`src/rtl/serial_addsub_ctrl_pkg.sv`:
```
// Shared definitions for the bit-serial add/subtract sequencer.
package serial_addsub_ctrl_pkg;

    typedef enum logic [1:0] {
        ST_IDLE = 2'd0,
        ST_RUN  = 2'd1,
        ST_DONE = 2'd2
    } state_t;

    // Most-positive / most-negative two's complement constants for a given width.
    function automatic logic [63:0] sat_pos(input int unsigned width);
        logic [63:0] v;
        v = '0;
        for (int unsigned i = 0; i < 64; i++) begin
            if (i < width - 1) begin
                v[i] = 1'b1;
            end
        end
        return v;
    endfunction

    function automatic logic [63:0] sat_neg(input int unsigned width);
        logic [63:0] v;
        v = '0;
        for (int unsigned i = 0; i < 64; i++) begin
            if (i == width - 1) begin
                v[i] = 1'b1;
            end
        end
        return v;
    endfunction

endpackage

```
`src/rtl/serial_addsub_ctrl_fa.sv`:
```
// Single-bit full adder cell shared by the serial add/subtract sequencer.
module full_adder_1bit (
    output logic cout,
    input  logic a,
    input  logic b,
    input  logic cin,
    output logic sum
);

    assign sum  = a ^ b ^ cin;
    assign cout = (a & b) | (a & cin) | (b & cin);

endmodule

```
`src/rtl/serial_addsub_ctrl.sv`:
```
// Bit-serial two's complement add/subtract, LSB first through one shared full adder,
// with optional signed saturation of the result.
module serial_addsub_ctrl
    import serial_addsub_ctrl_pkg::*;
#(
    parameter int unsigned WIDTH = 16,
    parameter bit          SAT   = 1'b1
) (
    input  logic             clk,
    input  logic             rst,
    input  logic             start,
    input  logic             sub,
    input  logic [WIDTH-1:0] a,
    input  logic [WIDTH-1:0] b,
    output logic             busy,
    output logic             done,
    output logic [WIDTH-1:0] sum,
    output logic             ovfl,
    output logic             cout
);

    localparam int unsigned CNT_W = $clog2(WIDTH);
    localparam logic [WIDTH-1:0] SAT_POS = WIDTH'(sat_pos(WIDTH));
    localparam logic [WIDTH-1:0] SAT_NEG = WIDTH'(sat_neg(WIDTH));

    state_t             state;
    state_t             state_nxt;
    logic               accept;
    logic               last;
    logic [CNT_W-1:0]   cnt;
    logic [WIDTH-1:0]   a_r;
    logic [WIDTH-1:0]   b_r;
    logic               carry;
    logic [WIDTH-2:0]   res_r;
    logic               fa_sum;
    logic               fa_cout;
    logic [WIDTH-1:0]   raw;
    logic               ovf_now;
    logic [WIDTH-1:0]   result;

    // State register; busy/done are flopped from the next state so they align with it.
    always_ff @(posedge clk) begin
        if (rst) begin
            state <= ST_IDLE;
            busy  <= 1'b0;
            done  <= 1'b0;
        end else begin
            state <= state_nxt;
            busy  <= (state_nxt == ST_RUN);
            done  <= (state_nxt == ST_DONE);
        end
    end

    always_comb begin
        state_nxt = state;
        accept    = 1'b0;
        last      = 1'b0;
        case (state)
            ST_IDLE: begin
                if (start) begin
                    accept    = 1'b1;
                    state_nxt = ST_RUN;
                end
            end
            ST_RUN: begin
                if (cnt == CNT_W'(WIDTH - 1)) begin
                    last      = 1'b1;
                    state_nxt = ST_DONE;
                end
            end
            ST_DONE: begin
                if (start) begin
                    accept    = 1'b1;
                    state_nxt = ST_RUN;
                end else begin
                    state_nxt = ST_IDLE;
                end
            end
            default: state_nxt = ST_IDLE;
        endcase
    end

    full_adder_1bit u_fa (
        .cout (fa_cout),
        .a    (a_r[0]),
        .b    (b_r[0]),
        .cin  (carry),
        .sum  (fa_sum)
    );

    // On the final bit the shifted-down a_r[0] is the original sign of a, and carry
    // is the carry into the MSB.
    assign raw     = {fa_sum, res_r};
    assign ovf_now = carry ^ fa_cout;
    assign result  = (SAT && ovf_now) ? (a_r[0] ? SAT_NEG : SAT_POS) : raw;

    always_ff @(posedge clk) begin
        if (rst) begin
            cnt   <= '0;
            a_r   <= '0;
            b_r   <= '0;
            carry <= 1'b0;
            res_r <= '0;
            sum   <= '0;
            ovfl  <= 1'b0;
            cout  <= 1'b0;
        end else if (accept) begin
            cnt   <= '0;
            a_r   <= a;
            b_r   <= sub ? ~b : b;
            carry <= sub;
        end else if (state == ST_RUN) begin
            cnt   <= cnt + CNT_W'(1);
            a_r   <= a_r >> 1;
            b_r   <= b_r >> 1;
            carry <= fa_cout;
            res_r <= raw[WIDTH-1:1];
            if (last) begin
                sum  <= result;
                ovfl <= ovf_now;
                cout <= fa_cout;
            end
        end
    end

endmodule

```
`config.mk`:
```
export PLATFORM = sky130hd
export DESIGN_NAME = serial_addsub_ctrl
export DESIGN_NICKNAME = d
export VERILOG_FILES = /design/src/rtl/serial_addsub_ctrl_pkg.sv /design/src/rtl/serial_addsub_ctrl_fa.sv /design/src/rtl/serial_addsub_ctrl.sv
export SDC_FILE = /design/constraint.sdc
export NUM_CORES = 1
export LEC_CHECK = 0
export CAP_MARGIN = 40
export CORE_UTILIZATION = 52
export CTS_CLUSTER_DIAMETER = 40
export DETAILED_ROUTE_END_ITERATION = 10
export PLACE_DENSITY = 0.79
export SKIP_LAST_GASP = 1
export SLEW_MARGIN = 20
export SYNTH_ARGS = -nofsm -noshare
export SYNTH_HDL_FRONTEND = slang
export SYNTH_SLANG_ARGS = --single-unit
```
`constraint.sdc`:
```
create_clock -name clk -period 2.2 [get_ports clk]
set_input_delay 0.44 -clock clk [delete_from_list [all_inputs] [get_ports clk]]
set_output_delay 0.44 -clock clk [all_outputs]
set_load 0.02 [all_outputs]
```
==> results.md <==
Run status:
- The flow ran to the end, and the final reports show no timing, DRC or antenna violations.

Logic synthesis:
- The fraction of synthesized cell area in xor and xnor cells is 6.05%.
- The combinational family with the most area after synthesis is compound AO/OA/AOI/OAI gates.
- The synthesized design contains 0 enable-type register cells.
- The synthesized design contains 74 register bits.
- The mean instance size in the synthesized netlist is 8.54 µm².
- Summing every instance area after synthesis gives 3140 µm².
- The adder and majority gate portion of the synthesized area is 1.67%.
- The top flip-flop cell by instance count after synthesis is sky130_fd_sc_hd__dfxtp_1.
- Summing the sequential cell areas from Yosys gives 47.1% of the chip area.
- By area the synthesized netlist is led by sky130_fd_sc_hd__dfxtp_1, sky130_fd_sc_hd__nand2_1, sky130_fd_sc_hd__a21oi_1.
- The instance count of the mapped netlist is 368.
- The mux share of post-synthesis cell area is 0.318%.
- The share of the synthesized area in compound gates (AO/OA/AOI/OAI) is 22.1%.
- Synthesis produced a netlist with a net count of 407.
- The Yosys step of the flow raised 0 warnings.
- In the synthesized netlist the async set-or-reset flop fraction comes to 0%.
- The synthesized design spends more area on one cell type than any other, namely sky130_fd_sc_hd__dfxtp_1.
- The share of synthesized area in the top cell type comes to 47.1%.
- The post-synthesis cell type count is 35.
- The simple-gate share of the synthesized area is 17.3%.

Die:
- The core box area is 5680 µm².
- The full die area is 6360 µm².
- The effective utilization at floorplan is 55.4%.
- The overall die height is 79.7 µm.
- 56 I/O pins were placed.
- The number of rows created at floorplan is 27.
- The horizontal die dimension is 79.7 µm.

Route:
- Dividing the detail-routed wire length by the instance count gives 14.3 µm.
- The wire length after detailed routing is 7.01 mm.
- The remaining antenna violation count after routing is 0.
- The detailed-route DRC error count is 0.
- The violation count after the first detailed-routing iteration is 108.
- The ratio of routed vias to standard cells is 5.62.
- The final route contains 2754 vias.
- The first TritonRoute pass finished after 5 iterations.

Global routing:
- The number of antenna violations at the first check in global routing was 0.
- The wire length of the first global-routing pass is 11.1 mm.
- The maximum number of pins on one net before global-route repair is 56.
- The leftover overflow at the end of global routing is 0.
- The via count of the first global-routing pass was 2399.
- Global routing used 22.7% of the available tracks.

Clocking:
- The cts-stage hold buffer count is 0.
- The CTS root buffer is sky130_fd_sc_hd__clkbuf_8.
- Once the clock tree was built, the setup fixing pass inserted 0 buffers.
- For the worst-skew pair, the clock arrives at the later sink with an insertion delay of 350 ps.
- The CTS H-tree depth is 3.
- The post-cts repair resize count is 0.
- The TritonCTS buffer count is 9.
- Clock tree synthesis found a total of 74 sinks.
- No sink is reached through more buffers than the 2 on the longest clock path.
- After clock tree synthesis, the clock-pin slew on the worst setup and hold paths is 80 ps.
- The clock tree from TritonCTS is done.

Min path:
- The tightest min-delay check is of the reg2reg type.
- The worst hold path passes through 2 cells.

Critical path:
- The maximum fanout along the worst path is 14.
- The worst endpoint required time is 2420 ps.
- The element type at the critical path end is a flop.
- The setup slack of the most critical reg-to-reg path is 310 ps.
- The critical path data arrival time is 2120 ps.
- The total number of cells along the worst setup path is 6.
- For the worst flop-to-flop path, the logic depth is 6.
- The start-to-end type of the worst setup path is reg2reg.
- The worst setup path is launched from a flop.
- The master of the slowest instance on the critical path is sky130_fd_sc_hd__fa_1.
- The critical path's largest stage delay is 510 ps.
- The critical path contains buffers and inverters numbering 2 combined.
- Traced cell by cell, the critical path runs through inv_1 > fa_1 > xnor2_2 > a211oi_4 > buf_4 > a211oi_1.
- The largest delay contributor family on the critical path is adder cells.

Power:
- For this design the ratio of total power to cell area is 744 nW/µm².
- VDD sags by at most 0.439 mV.
- The analysis attributes to cell leakage a power of 1.34 nW.

STA:
- Hold timing on the final database bottoms out at a slack of 458 ps.
- Setup violations remaining at the end of the flow were counted as 0.
- The final sum of negative setup slack is 0 ps.
- The hold violation total from the final report is 0.
- The worst pin sits at a relative slew slack of 51.0%.
- In the finished design, the share of the clock period the worst path needs comes to 86.1%.
- For the final database, setup skew stands at 5.70 ps.
- Timing would allow up to 528 MHz.
- The final critical path time including I/O delays and setup is 1890 ps.
- The measured slew at the worst slew-check pin is 735 ps.
- Setup repair after global routing left no endpoint under its margin.
- The count of final max-slew check failures is 0.

Finish:
- The library cell used most frequently in the layout, excluding fill and tap cells, is sky130_fd_sc_hd__nand2_1.
- In the final layout, the share of cells above drive strength 1 is 8.13%.
- The synthesis-to-finish area growth is 26.3%.
- The antenna diode count is 0.
- Counting the fill cells in the layout gives 465.
- The net total in the final layout is 452.
- In the layout the commonest cells are sky130_fd_sc_hd__nand2_1, sky130_fd_sc_hd__dfxtp_1, sky130_fd_sc_hd__clkdlybuf4s50_1.

Placed design:
- The routability-driven placement congestion ratio is 0.788.
- The HPWL after detailed placement is 4.55 mm.
- Port buffering added 55 buffers.

Flow run:
- The number of max-cap violations is 0.
[area by class of cell]
class	instances	area (µm²)	area share [%]
multi-input combinational	258	1490	37.6
sequential	74	1480	37.3
timing repair buffer	67	673	17.0
clock buffer	11	141	3.56
tap	72	90.1	2.27
clock inverter	5	77.6	1.95
inverter	3	11.3	0.284
[per-stage QoR]
| stage | cells | worst slack [ps] | area (µm²) | power (mW) | utilization, % |
|---|---|---|---|---|---|
| global route | 490 | 186 | 3970 | 3.07 | 69.9 |
| detailed placement | 474 | 311 | 3750 | 1.82 | 66.1 |
| finish | 490 | 305 | 3970 | 2.95 | 69.9 |
| CTS | 490 | 277 | 3970 | 2.97 | 69.9 |
| global placement | 474 | 353 | 3750 | 1.82 | 66.1 |
| floorplan | 368 | 237 | 3140 | 1.69 | - |
[kinds of logic (layout without fill, tap and decap cells)]
kind of cell | Yosys count | count (layout)
DFF | 74 | 74
muxes | 1 | 1
AOI/OAI and AO/OA | 106 | 106
adders and majority gates | 3 | 3
and+or+nand+nor | 128 | 128
buffers and inverters | 36 | 86
xor gates and xnor gates | 20 | 20
[power breakdown]
group	switching, mW	internal (mW)	leakage (nW)
clock	0.493	0.666	0.109
sequential	0.0347	1.40	0.603
combinational	0.196	0.165	0.632
[state kept, by name, indices dropped and copies added, names as in the netlist]
name / flops
done: 1
busy: 1
b_r: 16
sum: 16
carry: 1
cnt: 4
state: 2
a_r: 16
cout: 1
res_r: 15
ovfl: 1
[worst paths after layout]
path | startpoint | endpoint
worst min register to register | res_r[0] | res_r[0]
worst min-delay path | res_r[0] | res_r[0]
worst max-delay path | a_r[0] | sum[1]
worst max register to register | a_r[0] | sum[1]
[synthesized netlist by cell type (all sizes together) (7+ instances only)]
master  number
a211oi      18
buf         18
nor2        16
nor3         7
a311oi      15
a21oi       52
nand2       76
a22oi       15
nand3       20
clkbuf      15
xor2        17
dfxtp       74
[worst min-delay path, cell delays in order (launching register included)]
cell and delay, ps:
sky130_fd_sc_hd__dfxtp_1 310, sky130_fd_sc_hd__nand2_1 50, sky130_fd_sc_hd__a21oi_1 50
[routing by layer]
layer  vias up  share of wire [%]  wire, µm  track usage [%]
met4         0                1.3        89             7.50
met3        10                4.9       342             6.51
met2        79                 48      3380             38.3
met5         -                  0         0                0
met1      1289                 46      3200             27.8
li1       1376                  -         -                -
(Power assumes the default switching activity.)
